--- src/rtl/hs32_ldsb.sv ---
// Load scoreboard for the hs32 pipeline: tracks two in-order outstanding loads,
// drives the decode1 RAW stall packets and the load write-back port.
package hs32_ldsb_pkg;
    localparam int unsigned RD_W   = 4;
    localparam int unsigned DATA_W = 32;
    localparam int unsigned CNT_W  = 2;

    typedef struct packed {
        logic            vld;
        logic [RD_W-1:0] rd;
        logic            lsu;
    } hs32_stall;

    typedef struct packed {
        logic            used;
        logic            kill;
        logic [RD_W-1:0] rd;
    } ldsb_entry_t;
endpackage

module hs32_ldsb
    import hs32_ldsb_pkg::*;
(
    input  logic              clk,
    input  logic              rstn,
    input  logic              flush_i,
    input  logic              iss_vld_i,
    input  logic [RD_W-1:0]   iss_rd_i,
    output logic              iss_rdy_o,
    input  logic              rsp_vld_i,
    input  logic [DATA_W-1:0] rsp_data_i,
    output logic              wb_vld_o,
    output logic [RD_W-1:0]   wb_rd_o,
    output logic [DATA_W-1:0] wb_data_o,
    output hs32_stall         l1_o,
    output hs32_stall         l2_o,
    output logic              err_o
);

    ldsb_entry_t      e0_q, e1_q, e0_d, e1_d, new_e;
    logic [CNT_W-1:0] cnt_q, cnt_d;
    logic             err_d;
    logic             retire;
    logic             accept;

    assign retire    = rsp_vld_i && (cnt_q != CNT_W'(0));
    assign iss_rdy_o = (cnt_q < CNT_W'(2)) || retire;
    assign accept    = iss_vld_i && iss_rdy_o && !flush_i;
    assign err_d     = rsp_vld_i && (cnt_q == CNT_W'(0));

    // Write-back is same-cycle with the response; killed loads are swallowed.
    assign wb_vld_o  = retire && !e0_q.kill;
    assign wb_rd_o   = wb_vld_o ? e0_q.rd : RD_W'(0);
    assign wb_data_o = wb_vld_o ? rsp_data_i : DATA_W'(0);

    // Stall packets come from registered state so a load stalls through its write-back cycle.
    assign l1_o = '{vld: e0_q.used && !e0_q.kill, rd: e0_q.rd, lsu: e0_q.used};
    assign l2_o = '{vld: e1_q.used && !e1_q.kill, rd: e1_q.rd, lsu: e1_q.used};

    // Next state: retire first, then flush the survivors, then place the new issue.
    always_comb begin
        e0_d  = e0_q;
        e1_d  = e1_q;
        cnt_d = cnt_q;
        new_e = '{used: 1'b1, kill: 1'b0, rd: iss_rd_i};
        if (retire) begin
            e0_d  = e1_q;
            e1_d  = '0;
            cnt_d = cnt_q - CNT_W'(1);
        end
        if (flush_i) begin
            e0_d.kill = e0_d.kill || e0_d.used;
            e1_d.kill = e1_d.kill || e1_d.used;
        end
        if (accept) begin
            if (cnt_d == CNT_W'(0)) begin
                e0_d = new_e;
            end else begin
                e1_d = new_e;
            end
            cnt_d = cnt_d + CNT_W'(1);
        end
    end

    always_ff @(posedge clk or negedge rstn) begin
        if (!rstn) begin
            e0_q  <= '0;
            e1_q  <= '0;
            cnt_q <= '0;
            err_o <= 1'b0;
        end else begin
            e0_q  <= e0_d;
            e1_q  <= e1_d;
            cnt_q <= cnt_d;
            err_o <= err_d;
        end
    end

endmodule

--- config.mk ---
export PLATFORM = sky130hd
export DESIGN_NAME = hs32_ldsb
export DESIGN_NICKNAME = d
export VERILOG_FILES = /design/src/rtl/hs32_ldsb.sv
export SDC_FILE = /design/constraint.sdc
export NUM_CORES = 1
export LEC_CHECK = 0
export CAP_MARGIN = 20
export CORE_ASPECT_RATIO = 1.25
export CORE_UTILIZATION = 33
export CTS_BUF_LIST = sky130_fd_sc_hd__clkbuf_16
export DETAILED_ROUTE_END_ITERATION = 16
export PLACE_DENSITY = 0.81
export SLEW_MARGIN = 20
export SYNTH_ARGS = -nofsm -noshare
export SYNTH_HDL_FRONTEND = slang
export SYNTH_SLANG_ARGS = --single-unit
--- constraint.sdc ---
create_clock -name clk -period 2.6 [get_ports clk]
set_input_delay 0.52 -clock clk [delete_from_list [all_inputs] [get_ports clk]]
set_output_delay 0.52 -clock clk [all_outputs]
set_load 0.02 [all_outputs]
==> results.py, run 1 <==
metrics = {
    "timing": {
        "hold_violations": 0,
        "setup_slack_ns": 0.165,
        "clock_skew_ns": 0.00236,
        "fmax_mhz": 411,
        "rsz0062_at_grt": "no",
        "slew_headroom": 0.535,
        "period_share": 0.937,
        "slew_violations": 0,
        "tns_ns": 0,
        "setup_violations": 0,
        "tightestPinTransition_ns": 0.695,
        "fin_crit_ns": 2.44,
    },
    "place": {
        "gp_congestion": 0.746,
        "pre_cts_ws_ns": -0.116,
        "place_hpwl_um": 2910,
        "post_dp_cell_area_mm2": 0.00202,
        "port_buffers": 91,
    },
    "cts": {
        "clk_latency_ns": 0.24,
        "cts_tree": "built",
        "ctsLongestPathBuffers": 2,
        "cts_made_buffers": 3,
        "htreeDepth": 1,
        "postCtsSetupBuffers": 0,
        "clockRootBuffer": "clkbuf_16",
        "clock-sinks": 15,
        "ctsHoldBuffers": 0,
        "clk_pin_slew_ns": 0.05,
    },
    "yosys": {
        "ys_types": 26,
        "synth_top_area_cell": "dfrtp_1",
        "syn_area_mm2": 0.00113,
        "synth_cells": 121,
        "synth_top_area_frac": 0.333,
        "avgSynthCellArea_um2": 9.31,
        "synthFlopType": "dfrtp_1",
        "synth-edff-count": 0,
        "postSynth.asyncResetShare": 1.00,
        "synthTopCellsByArea": "dfrtp_1 (33%), and2_1 (21%), mux2i_1 (11%)",
        "syn-num-nets": 165,
        "yosysSeqAreaShare": 0.333,
        "ys_ff_latch": 15,
        "yosys_warnings": 0,
    },
    "drt": {
        "wl_per_cell_um": 14.6,
        "wirelength_um": 3540,
        "firstDrtPassIters": 4,
        "vias": 1098,
        "drtAntennaViolNets": 0,
        "drc": 0,
        "drt_iter0_markers": 9,
        "via_per_inst": 4.54,
    },
    "setup_path": {
        "crit_type": "primary input to primary output",
        "worstSetupEndpointType": "primary output",
        "crit_fanout": 37,
        "start_kind": "primary input",
        "arrival_ns": 1.92,
        "crit_required_ns": 2.08,
    },
    "layout": {
        "final_core_util": 0.639,
        "syn2layout_area_growth_pct": 83.0,
        "post-route-cell-area_mm2": 0.00206,
        "drive_gt1_frac": 0.0683,
        "fin_nets": 250,
        "diodes": 0,
    },
    "power": {
        "ir_drop_v": 0.000617,
        "power_density_mw_per_mm2": 909,
        "cellLeakagePower_nw": 1.05,
    },
    "worst_hold_path": {
        "hp-class": "flip-flop to flip-flop",
    },
    "floorplanning": {
        "coreArea_mm2": 0.00322,
        "start_util": 0.349,
        "die-area_mm2": 0.00365,
        "placementRows": 23,
        "die_h_um": 67.3,
        "io_pins": 92,
        "die_w_um": 54.3,
    },
    "global_routing": {
        "grt_pass1_wl_um": 5100,
        "overflow": 0,
        "grt_max_degree": 38,
        "first_global_vias": 1074,
        "antenna_found_initial": 0,
        "grt_usage": 0.193,
    },
    "job": {
        "cap_viol_max_count": 0,
    },
    "outcome": {
        "status": "complete, no violations",
    },
}
## path summary, 6_finish.rpt
kind	startpoint	depth (start not counted)	slack, ns	to
worst max-delay path	rsp_vld_i	6	0.16	wb_data_o[3]
worst min-delay path	l2_o[3]	2	0.55	l2_o[3]
worst max register to register	cnt_q[0]	9	0.42	l2_o[4]
worst min register to register	l2_o[3]	2	0.55	l2_o[3]
max in group asynchronous	rstn	1	1.46	l1_o[0]
min in group asynchronous	rstn	1	0.70	err_o
## area by class of cell
type / count / area, um^2
fillers: 278 / 1160
repair buffers: 96 / 921
multi-input cells: 83 / 613
flip-flops and latches: 15 / 375
clock buffers: 3 / 75.1
well taps: 37 / 46.3
inverters: 7 / 26.3
clock inverters: 1 / 3.75
## kinds of logic (layout without fill, tap and decap cells)
logic type,after synthesis,after routing,synth area share
buf+inv,23,107,0.122
mux,12,12,0.107
compound gates,11,11,0.0889
xor+xnor,1,1,0.00778
simple gates,56,56,0.308
flops,15,15,0.333
fa+ha+maj,3,3,0.0333
## cells in the mapped netlist (2+ instances only)
library cell / count
a211oi_1: 3
a211oi_4: 2
a21oi_1: 2
and2_1: 37
buf_2: 2
buf_4: 11
clkbuf_1: 2
dfrtp_1: 15
ha_1: 3
inv_1: 7
mux2i_1: 12
nand2_1: 7
nand2b_4: 2
nor2b_1: 3
o21a_1: 2
## worst max-delay path, stage by stage
cell and delay [ns]:
clkdlybuf4s50_1 0.53, nand2b_4 0.07, nor2_2 0.12, buf_12 0.17, and2_1 0.14, dlygate4sd2_1 0.35
## layer usage
metal | global-route usage | wire length (um) | vias to the layer above | share of wire
met5 | 0 | 0 | - | 0
met4 | 0.0513 | 40 | 0 | 0.011
met3 | 0.0631 | 460 | 4 | 0.13
met2 | 0.372 | 1780 | 61 | 0.50
met1 | 0.188 | 1260 | 488 | 0.36
li1 | - | - | 545 | -
## power by group
part	switching, mW	leakage [nW]	internal (mW)
combinational	0.620	0.818	0.549
clock	0.0893	0.0423	0.203
sequential	0.0791	0.194	0.333
## flip-flops by register name (all words and copies together), names as in the netlist
signal,flops
cnt_q,2
e0_q,1
e1_q,1
err_o,1
l1_o,5
l2_o,5
## cells in the final DEF, fill, tap and decap left out, types with 2 or more instances in the layout
cell,n
clkbuf_16,3
mux2i_1,12
clkdlybuf4s50_1,53
nand2b_4,2
buf_4,4
a211oi_1,3
inv_1,8
ha_1,3
o21a_1,2
and2_1,37
nand2_1,7
dlygate4sd2_1,36
a211oi_4,2
nor2b_1,3
dfrtp_1,15
dlymetal6s2s_1,2
a21oi_1,2
## timing repair
| action | 4_1_cts | 5_1_grt |
|---|---|---|
| gates resized for setup | 36 | 2 |
| hold endpoints to repair | 0 | 0 |
| setup endpoints to repair | 36 | 2 |
| gates cloned | 0 | 0 |
## stage by stage
stage          hold slack, ns  power, mW  std cells
6_report                0.546       1.87        242
5_1_grt                 0.567       1.99        242
4_1_cts                 0.548       1.89        242
3_5_place_dp            0.541       1.67        238
3_3_place_gp            0.530       1.63        238
2_1_floorplan           0.224       1.17        121
Note: power is estimated with default switching activity, not from simulation.
==> run 2, diff against run 1 <==
--- a/config.mk
+++ b/config.mk
@@ -13,2 +13,3 @@
 export PLACE_DENSITY = 0.81
+export RECOVER_POWER = 25
 export SLEW_MARGIN = 20
==> constraint.sdc (replaced) <==
create_clock -name clk -period 2.6 [get_ports clk]
set_input_delay 0.65 -clock clk [delete_from_list [all_inputs] [get_ports clk]]
set_output_delay 0.65 -clock clk [all_outputs]
set_load 0.02 [all_outputs]
==> results.py, run 2 (same netlist as run 1, synthesis figures left out) <==
metrics = {
    "outcome": {
        "status": "complete, no violations",
    },
    "floorplanning": {
        "start_util": 0.349,
        "die_w_um": 54.3,
        "coreArea_mm2": 0.00322,
        "die_h_um": 67.3,
        "placementRows": 23,
        "io_pins": 92,
        "die-area_mm2": 0.00365,
    },
    "global_routing": {
        "grt_use_met1": 0.189,
        "grt_max_degree": 20,
        "antenna_found_initial": 0,
        "grt-busiest-layer": "met2",
        "first_global_vias": 1086,
        "grt_usage": 0.195,
        "grt_pass1_wl_um": 5070,
        "grtUsageMet2": 0.380,
        "grtUsageMet3": 0.0563,
        "overflow": 0,
    },
    "layout": {
        "diodes": 0,
        "fillers": 279,
        "mostFrequentLayoutCells": "clkdlybuf4s50_1 (49), and2_1 (37), dlygate4sd2_1 (19)",
        "final_common_cell": "clkdlybuf4s50_1",
        "syn2layout_area_growth_pct": 83.6,
        "multi_input_area_um2": 618,
        "fin_nets": 254,
        "ff_latch_area_um2": 375,
        "final_core_util": 0.641,
        "drive_gt1_frac": 0.167,
        "post-route-cell-area_mm2": 0.00207,
    },
    "setup_path": {
        "worstSetupEndpointType": "primary output",
        "crit_type": "flip-flop to primary output",
        "crit_fanout": 18,
        "arrival_ns": 1.88,
        "crit_required_ns": 1.95,
        "start_kind": "flip-flop",
    },
    "timing": {
        "clock_skew_ns": 0.00228,
        "setup_violations": 0,
        "slew_violations": 0,
        "fin_crit_ns": 2.53,
        "period_share": 0.974,
        "rsz0062_at_grt": "no",
        "slew_headroom": 0.540,
        "tightestPinTransition_ns": 0.688,
        "fmax_mhz": 395,
        "setup_slack_ns": 0.0667,
        "hold_violations": 0,
    },
    "power": {
        "power_density_mw_per_mm2": 938,
        "cellLeakagePower_nw": 1.02,
        "ir_drop_v": 0.000589,
        "total_power_mw": 1.94,
    },
    "drt": {
        "drt_iter0_markers": 12,
        "via_per_inst": 4.75,
        "drtAntennaViolNets": 0,
        "wirelength_um": 3700,
        "drc": 0,
        "wl_per_cell_um": 15.0,
        "firstDrtPassIters": 4,
        "vias": 1169,
    },
    "cts": {
        "cts_made_buffers": 3,
        "clockRootBuffer": "clkbuf_16",
        "clk_pin_slew_ns": 0.05,
        "cts_tree": "built",
        "htreeDepth": 1,
        "ctsLongestPathBuffers": 2,
        "clock-sinks": 15,
        "postCtsSetupBuffers": 0,
        "clk_latency_ns": 0.24,
    },
    "worst_hold_path": {
        "hp-class": "flip-flop to flip-flop",
    },
    "place": {
        "gp_congestion": 0.712,
        "post_dp_cell_area_mm2": 0.00206,
        "place_hpwl_um": 2880,
        "port_buffers": 91,
        "pre_cts_ws_ns": -0.388,
    },
    "job": {
        "cap_viol_max_count": 0,
    },
}
-- run 2: cell count changes in the layout (fill, tap and decap cells not counted), sizes merged --
| cell | change |
|---|---|
| buf | +3 |
| bufbuf | +1 |
| dlygate4sd3 | +3 |
| clkdlybuf4s50 | -4 |
| clkdlybuf4s15 | +3 |
| clkbuf | +17 |
| dlygate4sd2 | -17 |
| dlymetal6s2s | -2 |
-- run 2: layout make-up --
class / instances / area share
repair buffers: 100 / 0.446
multi-input cells: 83 / 0.299
flip-flops and latches: 15 / 0.182
clock buffers: 3 / 0.0363
well taps: 37 / 0.0224
inverters: 7 / 0.0127
clock inverters: 1 / 0.00182
-- run 2: path summary, 6_finish.rpt --
kind | startpoint | end | slack, ns | cells after the start
setup reg to reg | cnt_q[0] | l2_o[1] | 0.37 | 11
min in group asynchronous | rstn | err_o | 0.89 | 1
hold / removal | l2_o[3] | l2_o[3] | 0.55 | 2
hold reg to reg | l2_o[3] | l2_o[3] | 0.55 | 2
setup / recovery | cnt_q[0] | wb_vld_o | 0.07 | 6
max in group asynchronous | rstn | l1_o[1] | 1.27 | 1
-- run 2: worst max-delay path, cell delays in order, from the launching register on --
cell	delay, ns
dfrtp_1	0.40
inv_1	0.08
ha_1	0.22
nand2b_4	0.16
nor2_4	0.13
bufbuf_16	0.30
dlygate4sd2_1	0.36
-- run 2: repair_timing --
item | in CTS | in global routing
hold buffers | 0 | 0
endpoints found under the setup margin | 38 | 19
resized for setup | 60 | 19
cloned | 1 | 0
pin swaps | 0 | 0
-- run 2: stage by stage --
step	std cells	hold WS [ns]	TNS, ns
6_report	246	0.550	0
5_1_grt	246	0.579	0
4_1_cts	246	0.554	0
3_5_place_dp	241	0.541	-13.12
3_3_place_gp	241	0.529	-11.49
2_1_floorplan	121	0.354	0
-- run 2: report_power, final --
part	internal, mW	switching, mW	leakage [nW]	total (mW)
combinational	0.593	0.639	0.782	1.23
clock	0.203	0.0871	0.0423	0.290
sequential	0.333	0.0841	0.194	0.417
total	1.13	0.810	1.02	1.94
-- run 2: metal layers --
layer  wire length (um)  part of all wire
met1               1280              0.35
met2               1940              0.52
met3                455              0.12
met4                 27            0.0073
met5                  0                 0
==> run 3, diff against run 2 <==
Settings changed: SETUP_SLACK_MARGIN set to 0.1.
==> results.py, run 3 (same netlist as run 1, synthesis figures left out) <==
metrics = {
    "outcome": {
        "status": "complete, no violations",
    },
    "drt": {
        "wl_per_cell_um": 15.8,
        "drt_iter0_markers": 12,
        "via_per_inst": 4.74,
        "vias": 1176,
        "firstDrtPassIters": 4,
        "drc": 0,
        "drtAntennaViolNets": 0,
        "wirelength_um": 3920,
    },
    "timing": {
        "fin_crit_ns": 2.50,
        "tns_ns": 0,
        "hold_violations": 0,
        "period_share": 0.961,
        "tightestPinTransition_ns": 0.693,
        "fmax_mhz": 400,
        "clock_skew_ns": 0.000601,
        "fin_hold_ws_ns": 0.550,
        "setup_violations": 0,
        "slew_headroom": 0.537,
        "rsz0062_at_grt": "yes",
        "slew_violations": 0,
    },
    "place": {
        "post_dp_cell_area_mm2": 0.00206,
        "gp_congestion": 0.712,
        "dp.cells": 241,
        "port_buffers": 91,
        "place_hpwl_um": 2880,
    },
    "cts": {
        "clk_pin_slew_ns": 0.05,
        "htreeDepth": 1,
        "clockRootBuffer": "clkbuf_16",
        "clock-sinks": 15,
        "cts_tree": "built",
        "clk_latency_ns": 0.24,
        "ctsLongestPathBuffers": 2,
        "cts_made_buffers": 3,
    },
    "floorplanning": {
        "die_h_um": 67.3,
        "placementRows": 23,
        "die_w_um": 54.3,
        "die-area_mm2": 0.00365,
        "io_pins": 92,
        "coreArea_mm2": 0.00322,
        "start_util": 0.349,
    },
    "setup_path": {
        "start_kind": "flip-flop",
        "rr_startpoint": "cnt_q[0]",
        "crit_required_ns": 1.95,
        "critPathMaxStageDelay_ns": 0.36,
        "arrival_ns": 1.85,
        "crit_fanout": 19,
        "crit_type": "flip-flop to primary output",
        "worstSetupEndpointType": "primary output",
        "critPathTopFamily": "buffers and inverters",
        "crit_path_cell_trace": "inv_1, ha_1, nand2b_4, nor2_4, buf_4, buf_12, and2_1, clkdlybuf4s15_2",
        "path_buf_inv": 4,
        "cp_slowest_cell": "dfrtp_1",
        "crit_start": "cnt_q[0]",
    },
    "global_routing": {
        "grt_usage": 0.207,
        "antenna_found_initial": 0,
        "grt_pass1_wl_um": 5330,
        "first_global_vias": 1166,
        "grt_max_degree": 20,
        "overflow": 0,
    },
    "layout": {
        "mostFrequentLayoutCells": "clkdlybuf4s50_1 (47), and2_1 (37), clkdlybuf4s15_2 (19)",
        "drive_gt1_frac": 0.265,
        "post-route-cell-area_mm2": 0.00212,
        "fin_nets": 256,
        "diodes": 0,
        "finalNonFillerCells": 248,
        "syn2layout_area_growth_pct": 88.7,
        "final_core_util": 0.659,
        "fillers": 263,
        "final_common_cell": "clkdlybuf4s50_1",
        "ff_latch_area_um2": 375,
        "multi_input_area_um2": 618,
    },
    "power": {
        "ir_drop_v": 0.000592,
        "power_density_mw_per_mm2": 934,
        "cellLeakagePower_nw": 0.981,
    },
    "worst_hold_path": {
        "hp-class": "flip-flop to flip-flop",
        "hold_start": "l2_o[4]",
    },
    "job": {
        "cap_viol_max_count": 0,
    },
}
-- run 3: cell types whose count changed in the layout (fill, tap and decap cells not counted), moves of 16 or more --
cell / change
clkdlybuf4s15_2: +19
dlygate4sd2_1: -17
buf_2: +17
clkbuf_2: -16
-- run 3: power breakdown --
group / switching, mW / internal, mW / total [mW]
sequential: 0.0790 / 0.333 / 0.412
clock: 0.0875 / 0.203 / 0.291
combinational: 0.656 / 0.626 / 1.28
-- run 3: worst reg2reg max path, stage by stage, from the launching register on --
cell and delay (ns):
dfrtp_1 0.39, inv_1 0.09, ha_1 0.18, nand2b_4 0.15, buf_4 0.21, nand2_1 0.09, buf_4 0.14, o21a_1 0.11
ha_1 0.22, a211oi_4 0.21, buf_12 0.15, mux2i_1 0.18
-- run 3: area by class of cell --
cell class,count,area share
repair buffers,102,0.461
inverters,7,0.0124
flip-flops and latches,15,0.177
clock buffers,3,0.0353
well taps,37,0.0218
multi-input cells,83,0.291
clock inverters,1,0.00177
-- run 3: what timing repair did --
| action | CTS | global route |
|---|---|---|
| gates resized for setup | 112 | 18 |
| hold buffers | 0 | 0 |
| pin swaps | 0 | 1 |
| setup endpoints to repair | 38 | 18 |
| buffers inserted | 1 | 1 |
| gates cloned | 1 | 0 |
-- run 3: through the flow --
stage	total power, mW	worst slack, ns
4_1_cts	2.02	0.113
5_1_grt	2.10	0.0241
3_5_place_dp	1.70	-0.388
6_report	1.99	0.102
3_3_place_gp	1.66	-0.350
2_1_floorplan	1.17	0.367
-- run 3: path summary, 6_finish.rpt --
| kind | end | slack [ns] | depth (start not counted) |
|---|---|---|---|
| max in group asynchronous | l1_o[1] | 1.26 | 1 |
| setup / recovery | wb_data_o[17] | 0.10 | 8 |
| setup reg to reg | l2_o[1] | 0.41 | 11 |
| hold reg to reg | l2_o[4] | 0.55 | 2 |
| hold / removal | l2_o[4] | 0.55 | 2 |
| min in group asynchronous | err_o | 0.90 | 1 |
-- run 3: layer usage --
layer  GRT usage  part of all wire  vias up
li1            -                 -      556
met4      0.0962             0.015        0
met2       0.401              0.53       55
met5           0                 0        -
met3      0.0563              0.11        6
met1       0.189              0.34      559
